$ cat config.mk
export PLATFORM = sky130hd
export DESIGN_NAME = sargantana_icache_ifill_flat
export DESIGN_NICKNAME = d
export VERILOG_FILES = /design/src/rtl/sargantana_icache_pkg.sv /design/src/rtl/sargantana_icache_ifill_if.sv /design/src/rtl/sargantana_icache_ifill_chk.sv /design/src/rtl/sargantana_icache_ifill_linebuf.sv /design/src/rtl/sargantana_icache_ifill.sv /design/src/flat_wrapper.sv
export SDC_FILE = /design/constraint.sdc
export NUM_CORES = 1
export LEC_CHECK = 0
export ABC_AREA = 1
export ABC_CLOCK_PERIOD_IN_PS = 2300
export BUFFER_PORTS_ARGS = -buffer_cell sky130_fd_sc_hd__buf_2
export CAP_MARGIN = 20
export CORE_AREA = 2 2 169 171
export DETAILED_ROUTE_END_ITERATION = 16
export DIE_AREA = 0 0 171 173
export GPL_TIMING_DRIVEN = 0
export PLACE_DENSITY = 0.76
export RECOVER_POWER = 100
export REMOVE_ABC_BUFFERS = 1
export SLEW_MARGIN = 30
export SYNTH_ARGS = -nofsm -noshare
export SYNTH_HDL_FRONTEND = slang
export SYNTH_HIERARCHICAL = 1
export SYNTH_SLANG_ARGS = --single-unit
$ cat constraint.sdc
create_clock -name clk_i -period 2.3 [get_ports clk_i]
set_input_delay 0.23 -clock clk_i [delete_from_list [all_inputs] [get_ports clk_i]]
set_output_delay 0.23 -clock clk_i [all_outputs]
set_load 0.1 [all_outputs]
$ cat src/rtl/sargantana_icache_pkg.sv
// Shared types and constants for the L1 instruction-cache refill path.
package sargantana_icache_pkg;

  localparam int PADDR_SIZE  = 40;
  localparam int SET_WIDHT   = 256;
  localparam int WORD_SIZE   = 64;
  localparam int INV_PADDR_W = 12;
  localparam int LINE_OFF_W  = $clog2(SET_WIDHT / 8);

  localparam int IFILL_N_BEATS = SET_WIDHT / WORD_SIZE;
  localparam int IFILL_CNT_W   = $clog2(IFILL_N_BEATS);

  typedef struct packed {
    logic                  valid;
    logic [1:0]            way;
    logic [PADDR_SIZE-1:0] paddr;
  } ifill_req_o_t;

  typedef struct packed {
    logic                   valid;
    logic [INV_PADDR_W-1:0] paddr;
  } inv_t;

  typedef struct packed {
    logic                   valid;
    logic                   ack;
    logic [SET_WIDHT-1:0]   data;
    logic [IFILL_CNT_W-1:0] beat;
    inv_t                   inv;
  } ifill_resp_i_t;

  typedef enum logic [2:0] {
    IFILL_IDLE  = 3'd0,
    IFILL_REQ   = 3'd1,
    IFILL_BEATS = 3'd2,
    IFILL_RESP  = 3'd3,
    IFILL_DRAIN = 3'd4
  } ifill_state_t;

  function automatic logic [PADDR_SIZE-1:0] line_align(input logic [PADDR_SIZE-1:0] a);
    return a & ~{{(PADDR_SIZE-LINE_OFF_W){1'b0}}, {LINE_OFF_W{1'b1}}};
  endfunction

endpackage

$ cat src/rtl/sargantana_icache_ifill_if.sv
// Memory-side read port of the refill engine: one request channel, one beat channel.
interface sargantana_icache_ifill_if;
  import sargantana_icache_pkg::*;

  logic                  mem_req_valid_o;
  logic                  mem_req_ready_i;
  logic [PADDR_SIZE-1:0] mem_req_addr_o;
  logic                  mem_resp_valid_i;
  logic [WORD_SIZE-1:0]  mem_resp_data_i;

  modport master (
    output mem_req_valid_o, mem_req_addr_o,
    input  mem_req_ready_i, mem_resp_valid_i, mem_resp_data_i
  );

  modport slave (
    input  mem_req_valid_o, mem_req_addr_o,
    output mem_req_ready_i, mem_resp_valid_i, mem_resp_data_i
  );

endinterface

$ cat src/rtl/sargantana_icache_ifill_chk.sv
// Simulation-time protocol checks for the refill engine.
module sargantana_icache_ifill_chk
  import sargantana_icache_pkg::*;
#(
  parameter int PADDR_W = PADDR_SIZE
) (
  input logic               clk_i,
  input logic               rstn_i,
  input ifill_state_t       i_state,
  input logic [1:0]         i_way,
  input logic               i_req_valid,
  input logic               i_req_ready,
  input logic [PADDR_W-1:0] i_req_addr,
  input logic               i_resp_valid
);

  a_beat_in_window: assert property (@(posedge clk_i) disable iff (!rstn_i)
    i_resp_valid |-> (i_state == IFILL_BEATS || i_state == IFILL_DRAIN));

  a_addr_stable: assert property (@(posedge clk_i) disable iff (!rstn_i)
    (i_req_valid && !i_req_ready) |=> $stable(i_req_addr));

  a_way_stable: assert property (@(posedge clk_i) disable iff (!rstn_i)
    (i_state != IFILL_IDLE) |=> $stable(i_way));

endmodule

$ cat src/rtl/sargantana_icache_ifill_linebuf.sv
// Beat counter and line assembly register; beat cnt lands in slot cnt.
module sargantana_icache_ifill_linebuf #(
  parameter int N_BEATS    = 4,
  parameter int BEAT_WIDTH = 64
) (
  input  logic                          clk_i,
  input  logic                          rstn_i,
  input  logic                          i_clr,
  input  logic                          i_cnt_clr,
  input  logic                          i_we,
  input  logic                          i_inc,
  input  logic [BEAT_WIDTH-1:0]         i_data,
  output logic [$clog2(N_BEATS)-1:0]    o_cnt,
  output logic [N_BEATS*BEAT_WIDTH-1:0] o_line
);

  logic [$clog2(N_BEATS)-1:0]    r_cnt;
  logic [N_BEATS*BEAT_WIDTH-1:0] r_line;

  // Line storage: cleared when a new miss is accepted, written one beat at a time.
  always_ff @(posedge clk_i or negedge rstn_i) begin
    if (!rstn_i) begin
      r_line <= {(N_BEATS*BEAT_WIDTH){1'b0}};
    end else if (i_clr) begin
      r_line <= {(N_BEATS*BEAT_WIDTH){1'b0}};
    end else if (i_we) begin
      r_line[int'(r_cnt)*BEAT_WIDTH +: BEAT_WIDTH] <= i_data;
    end
  end

  // Beat counter; natural wrap takes it back to zero after the last beat.
  always_ff @(posedge clk_i or negedge rstn_i) begin
    if (!rstn_i) begin
      r_cnt <= {$clog2(N_BEATS){1'b0}};
    end else if (i_clr || i_cnt_clr) begin
      r_cnt <= {$clog2(N_BEATS){1'b0}};
    end else if (i_inc) begin
      r_cnt <= r_cnt + {{($clog2(N_BEATS)-1){1'b0}}, 1'b1};
    end
  end

  assign o_cnt  = r_cnt;
  assign o_line = r_line;

endmodule

$ cat src/rtl/sargantana_icache_ifill.sv
// Icache line refill engine: one miss -> one line-aligned read -> N_BEATS beats -> one line.
module sargantana_icache_ifill
  import sargantana_icache_pkg::*;
#(
  parameter int N_BEATS    = IFILL_N_BEATS,
  parameter int BEAT_WIDTH = WORD_SIZE,
  parameter int PADDR_SIZE = sargantana_icache_pkg::PADDR_SIZE
) (
  input  logic                           clk_i,
  input  logic                           rstn_i,
  input  ifill_req_o_t                   ifill_req_i,
  output ifill_resp_i_t                  ifill_resp_o,
  input  logic                           flush_i,
  input  logic                           inval_valid_i,
  input  logic [INV_PADDR_W-1:0]         inval_paddr_i,
  sargantana_icache_ifill_if.master      mem
);

  localparam int CNT_W = $clog2(N_BEATS);
  localparam logic [CNT_W-1:0] LAST_BEAT = CNT_W'(N_BEATS - 1);

  ifill_state_t                  r_state, w_next;
  logic [PADDR_SIZE-1:0]         r_addr;
  logic [1:0]                    r_way;
  logic                          r_ack, r_req_valid, r_resp_valid, r_inv_valid;
  logic [CNT_W-1:0]              r_beat, w_cnt;
  logic [INV_PADDR_W-1:0]        r_inv_paddr;
  logic [N_BEATS*BEAT_WIDTH-1:0] w_line;
  logic                          w_accept, w_last, w_we, w_inc, w_cnt_clr;

  // Next-state and datapath strobes.
  always_comb begin
    w_next    = r_state;
    w_accept  = 1'b0;
    w_we      = 1'b0;
    w_inc     = 1'b0;
    w_cnt_clr = 1'b0;
    w_last    = (w_cnt == LAST_BEAT);
    case (r_state)
      IFILL_IDLE: begin
        if (ifill_req_i.valid && !flush_i) begin
          w_accept = 1'b1;
          w_next   = IFILL_REQ;
        end else begin
          w_next = IFILL_IDLE;
        end
      end
      IFILL_REQ: begin
        // A handshake already taken by memory must be drained even if flushed.
        if (mem.mem_req_ready_i) begin
          w_cnt_clr = 1'b1;
          w_next    = flush_i ? IFILL_DRAIN : IFILL_BEATS;
        end else if (flush_i) begin
          w_next = IFILL_IDLE;
        end else begin
          w_next = IFILL_REQ;
        end
      end
      IFILL_BEATS: begin
        if (mem.mem_resp_valid_i) begin
          w_we  = 1'b1;
          w_inc = 1'b1;
          if (w_last) begin
            w_next = flush_i ? IFILL_IDLE : IFILL_RESP;
          end else begin
            w_next = flush_i ? IFILL_DRAIN : IFILL_BEATS;
          end
        end else if (flush_i) begin
          w_next = IFILL_DRAIN;
        end else begin
          w_next = IFILL_BEATS;
        end
      end
      IFILL_RESP: begin
        w_next = IFILL_IDLE;
      end
      IFILL_DRAIN: begin
        if (mem.mem_resp_valid_i) begin
          w_inc  = 1'b1;
          w_next = w_last ? IFILL_IDLE : IFILL_DRAIN;
        end else begin
          w_next = IFILL_DRAIN;
        end
      end
      default: begin
        w_next = IFILL_IDLE;
      end
    endcase
  end

  // State and registered outputs, all derived from the next state.
  always_ff @(posedge clk_i or negedge rstn_i) begin
    if (!rstn_i) begin
      r_state      <= IFILL_IDLE;
      r_addr       <= {PADDR_SIZE{1'b0}};
      r_way        <= 2'b00;
      r_ack        <= 1'b0;
      r_req_valid  <= 1'b0;
      r_resp_valid <= 1'b0;
      r_beat       <= {CNT_W{1'b0}};
    end else begin
      r_state      <= w_next;
      r_ack        <= w_accept;
      r_req_valid  <= (w_next == IFILL_REQ);
      r_resp_valid <= (w_next == IFILL_RESP);
      r_beat       <= (w_next == IFILL_RESP) ? LAST_BEAT : {CNT_W{1'b0}};
      if (w_accept) begin
        r_addr <= line_align(ifill_req_i.paddr);
        r_way  <= ifill_req_i.way;
      end
    end
  end

  // Invalidation side path, independent of the refill FSM.
  always_ff @(posedge clk_i or negedge rstn_i) begin
    if (!rstn_i) begin
      r_inv_valid <= 1'b0;
      r_inv_paddr <= {INV_PADDR_W{1'b0}};
    end else begin
      r_inv_valid <= inval_valid_i;
      r_inv_paddr <= inval_paddr_i;
    end
  end

  sargantana_icache_ifill_linebuf #(
    .N_BEATS    (N_BEATS),
    .BEAT_WIDTH (BEAT_WIDTH)
  ) u_linebuf (
    .clk_i     (clk_i),
    .rstn_i    (rstn_i),
    .i_clr     (w_accept),
    .i_cnt_clr (w_cnt_clr),
    .i_we      (w_we),
    .i_inc     (w_inc),
    .i_data    (mem.mem_resp_data_i),
    .o_cnt     (w_cnt),
    .o_line    (w_line)
  );

  sargantana_icache_ifill_chk #(
    .PADDR_W (PADDR_SIZE)
  ) u_chk (
    .clk_i        (clk_i),
    .rstn_i       (rstn_i),
    .i_state      (r_state),
    .i_way        (r_way),
    .i_req_valid  (r_req_valid),
    .i_req_ready  (mem.mem_req_ready_i),
    .i_req_addr   (r_addr),
    .i_resp_valid (mem.mem_resp_valid_i)
  );

  assign mem.mem_req_valid_o = r_req_valid;
  assign mem.mem_req_addr_o  = r_addr;
  assign ifill_resp_o = {r_resp_valid, r_ack, w_line, r_beat, r_inv_valid, r_inv_paddr};

endmodule

$ cat src/flat_wrapper.sv
// flat-port wrapper written by rule: the top's interface ports become plain ports
module sargantana_icache_ifill_flat import sargantana_icache_pkg::*;
#(
  parameter int N_BEATS    = IFILL_N_BEATS,
  parameter int BEAT_WIDTH = WORD_SIZE,
  parameter int PADDR_SIZE = sargantana_icache_pkg::PADDR_SIZE
)
  (clk_i, rstn_i, ifill_req_i, ifill_resp_o, flush_i, inval_valid_i, inval_paddr_i, mem_mem_req_valid_o, mem_mem_req_addr_o, mem_mem_req_ready_i, mem_mem_resp_valid_i, mem_mem_resp_data_i);
  sargantana_icache_ifill_if mem_i ();
  input  logic clk_i;
  input  logic rstn_i;
  input  ifill_req_o_t ifill_req_i;
  output ifill_resp_i_t ifill_resp_o;
  input  logic flush_i;
  input  logic inval_valid_i;
  input  logic [INV_PADDR_W-1:0] inval_paddr_i;
  output wire logic [$bits(mem_i.mem_req_valid_o)-1:0] mem_mem_req_valid_o;
  output wire logic [$bits(mem_i.mem_req_addr_o)-1:0] mem_mem_req_addr_o;
  input wire logic [$bits(mem_i.mem_req_ready_i)-1:0] mem_mem_req_ready_i;
  input wire logic [$bits(mem_i.mem_resp_valid_i)-1:0] mem_mem_resp_valid_i;
  input wire logic [$bits(mem_i.mem_resp_data_i)-1:0] mem_mem_resp_data_i;
  assign mem_mem_req_valid_o = mem_i.mem_req_valid_o;
  assign mem_mem_req_addr_o = mem_i.mem_req_addr_o;
  assign mem_i.mem_req_ready_i = mem_mem_req_ready_i;
  assign mem_i.mem_resp_valid_i = mem_mem_resp_valid_i;
  assign mem_i.mem_resp_data_i = mem_mem_resp_data_i;
  sargantana_icache_ifill #(.N_BEATS(N_BEATS), .BEAT_WIDTH(BEAT_WIDTH), .PADDR_SIZE(PADDR_SIZE)) u_core (.clk_i(clk_i), .rstn_i(rstn_i), .ifill_req_i(ifill_req_i), .ifill_resp_o(ifill_resp_o), .flush_i(flush_i), .inval_valid_i(inval_valid_i), .inval_paddr_i(inval_paddr_i), .mem(mem_i));
endmodule
==> impl.org <==
** Status
- Status :: complete, no violations

** Power and ir drop
- Fraction of power consumed by the clock network :: 26.6%
- Switch share :: 47.2%
- The completed layout was analyzed and its total power is ~20 mW.
- Power spread over the standard cell area amounts to about 1100 nW/µm².
- Static leakage power :: 9.68 nW
- Sequential cells burn a little under a third of the power.
- Combinational share of power :: 41.8%
- IR drop worst, VDD :: about 1.4 mV
- Internal power comes to 10.6 mW.
- Total net switching power :: ~9.5 mW

** STA
- Share of the clock period used by the worst path after layout :: a little over nine tenths
- Summed over all failing endpoints, the final setup total negative slack is 0 ns.
- Setup slack on the critical path of the routed design comes to 0.0849 ns.
- On the final layout, the worst clock skew is 0.0202 ns.
- Relative slew slack :: 13.5%
- Count of final max-slew check failures :: 0
- RSZ-0062 raised after global routing :: no
- Worst Hold Slack :: between 0.015 and 0.02 ns
- Max Clk Rate :: approximately 450 MHz
- Least-Margin Pin Slew :: 1.30 ns
- Setup violations remaining at the end of the flow were counted as 0.
- The final count of hold timing violations came to 0.
- Final Critical Period :: 2.22 ns

** Yosys
- Of all cell types, the one taking the most synthesized area is dfrtp_1.
- The top cell type by area accounts for between 50 and 60% of the synthesized area.
- In the synthesized netlist, the number of instances is around 1600.
- Yosys attributes the largest share of cell area to dfrtp_1 59%, nand2_1 20%, nand3_1 5.2%.
- Number of synthesis warnings :: 6
- Summing every instance area after synthesis gives 13100 µm².
- Sequential elements use 59.4% of the synthesized area.
- Count of distinct cell types in the synthesized netlist :: 21
- Count of state elements after synthesis :: 312
- Averaged over all synthesized cells, the footprint is approximately 8.4 µm².

** Global route
- Entering global routing, the biggest net connects 89 pins.
- Summed over all layers, the global routing overflow is 0.
- For this run, the total global-route usage over all layers was measured as 32.4%.
- Number of antenna violations at the first check in global routing :: 2
- The first global-routing pass estimated around 75 mm of wire.
- Via count of the first global-routing pass :: 13333

** Placement
- HPWL after detailed placement :: roughly 28 mm
- Input and output buffers added on the ports amount to 426.
- Including well taps, the total number of placed cells is 2294.
- Routability-driven placement finished with a final weighted congestion of 0.853.
- Area after detailed placement :: 15700 µm²
- Prior to clock tree synthesis, the placed netlist has a worst setup slack of -2.45 ns.

** Clock tree
- Cts bufs inserted :: 35
- Clock sink count :: between 300 and 400
- CTS built an H-tree with a depth of 2.
- The tree is rooted in a clkbuf_16.
- Clock latency on the worst-skew pair, taken at its later pin, is 0.50 ns.
- Clock-pin slew on the worst setup and hold paths :: 0.06 ns
- CTS tree :: done
- In this run the deepest clock path goes through 3 buffers.

** Finish
- In the layout the commonest cells are 690 x nand2_1, 312 x clkbuf_1, 308 x dfrtp_1.
- Cells fill 64.6% of the core in the end.
- The library cell used most frequently in the layout, excluding fill and tap cells, is nand2_1.
- Of the cells placed in the final design, the portion with a size suffix greater than 1 is 12.7%.
- Count of nets after finishing :: 2222
- The layout has 2426 filler cells.
- Area Overhead vs Synth :: 35.9%
- After the flow finishes, the layout carries non-filler instances totaling between 2000 and 2500.
- Once layout is done, the placed cells without fillers occupy 17900 µm².

** Min path
- The path class of the tightest hold or removal check is primary input to flip-flop.

** Route
- For this block, the initial DRC count from the detailed router was 1466.
- Length of the first detailed-routing pass in iterations :: 6
- The detail route stage leaves a number of antenna-violating nets equal to 0.
- For this run, design rule violations remaining after detail routing come to 0.
- Post-Route WL :: slightly below 50 mm
- Vias per std cell :: 5.37
- Across all layers, the routed design uses 13405 vias.
- Average detailed-routed wire length per instance :: 19.7 µm

** Die
- From bottom edge to top edge, the die measures roughly 170 µm.
- The die covers 29600 µm².
- Core ar. :: 27600 µm²
- X dimension of the die :: approximately 170 µm
- Pin placement for this block handled 439 I/O pins.
- For this configuration, the core starts out at a cell density of 47.6%.
- The floorplan has 61 rows.

** Flow run
- Number of maximum-capacitance violations :: 0

** Setup path
- Data on the critical path is required at its endpoint by 2.70 ns.
- Crit path launch type :: flip-flop
- The largest single stage delay on the critical path is 0.48 ns.
- Data arrival time of the critical path :: 2.61 ns
- Setup CP Type :: flip-flop to flip-flop
- The slowest stage of the critical path belongs to the cell dfrtp_2.
- The most numerous cell type found on the critical path is buf_4.
- Highest net fanout along the worst path :: 9
- The critical path goes through nor2_1 > nand3_4 > clkinvlp_4 > clkbuf_1 > buf_4 > nor3_1 > buf_4 > buf_4 > buf_4 > nand2_1 > nand2_1.
- STA classifies the critical path endpoint as a flip-flop.
## worst max-delay path: cells and delay by family, from the launching register on
family,cells,cell delay [ns]
flip-flops,1,0.48
AND/OR/NAND/NOR,5,0.60
buffers and inverters,6,1.05
## synthesized netlist by cell type (all sizes together)
cell type and n:
nand2 696, dfrtp 312, nand3 138, inv 132, o21ai 67, buf 65, nor2 46, nand4 44
clkbuf 38, a21oi 27, ha 5, conb 1, nor3 1
## flip-flops by register name, summed over array words and instances, names as in the netlist
register	count
u_core/mem.mem_req_valid_o	1
u_core/u_linebuf/o_line	256
u_core/r_ack	1
u_core/r_inv_valid	1
u_core/r_state	3
u_core/r_beat	1
u_core/u_linebuf/o_cnt	2
u_core/mem.mem_req_addr_o	35
u_core/r_inv_paddr	12
## layer usage
layer	vias to the layer above	track usage, %	routed length, µm
met5	-	0	0
met4	0	14.2	2410
met3	169	6.94	4830
met2	880	54.0	23400
met1	6426	40.6	18600
li1	5930	-	-
## timing repair
action / 4_1_cts / 5_1_grt
endpoints found under the hold margin: 167 / 0
pin swaps: 12 / 5
setup endpoints to repair: 295 / 212
hold buffers: 92 / 0
setup buffers: 28 / 9
gates cloned: 10 / 0
gates resized for setup: 40 / 3
## kinds of logic (layout without fill, tap and decap cells)
logic type,after synthesis,count (layout),synth area share [%]
AND/OR/NAND/NOR,925,933,28.9
buffers and inverters,235,766,7.59
other,1,6,0.0285
AO/OA/AOI/OAI,94,94,3.58
flip-flops,312,312,59.4
adder cells (fa/ha/maj),5,5,0.476
## power by group through the flow
stage               combinational [mW]  clock (mW)  sequential [mW]
finish                            8.40        5.34             6.33
detailed placement                7.62           0             6.48
CTS                               8.29        5.40             6.34
global placement                  6.81           0             6.52
global route                      8.73        5.61             6.38
floorplan                         1.84           0             9.89
## cell type report
| cell class | count | area, µm² | area share, % |
|---|---|---|---|
| Inverter | 132 | 561 | 3.14 |
| Clock buffer | 49 | 998 | 5.59 |
| Clock inverter | 11 | 88.8 | 0.497 |
| Timing Repair inverter | 2 | 15.0 | 0.0841 |
| Sequential cell | 312 | 7820 | 43.8 |
| Tap cell | 378 | 473 | 2.65 |
| Antenna cell | 1 | 2.50 | 0.0140 |
| Multi-Input combinational cell | 1037 | 4530 | 25.4 |
| Timing Repair Buffer | 572 | 3370 | 18.9 |
## path summary, 6_finish.rpt
kind	end	cells past startpoint	startpoint	slack (ns)
setup / recovery	u_core/u_linebuf/o_line[197]$_DFFE_PN0P_	11	u_core/r_state[0]$_DFF_PN0_	0.08
hold / removal	u_core/u_linebuf/o_line[51]$_DFFE_PN0P_	3	mem_mem_resp_data_i[51]	0.02
setup reg to reg	u_core/u_linebuf/o_line[197]$_DFFE_PN0P_	11	u_core/r_state[0]$_DFF_PN0_	0.08
hold reg to reg	u_core/mem.mem_req_addr_o[24]$_DFFE_PN0P_	2	u_core/mem.mem_req_addr_o[24]$_DFFE_PN0P_	0.47
max in group asynchronous	u_core/u_linebuf/o_line[103]$_DFFE_PN0P_	3	rstn_i	0.35
min in group asynchronous	u_core/u_linebuf/o_line[126]$_DFFE_PN0P_	2	rstn_i	0.27
Note: power is estimated with default switching activity, not from simulation.
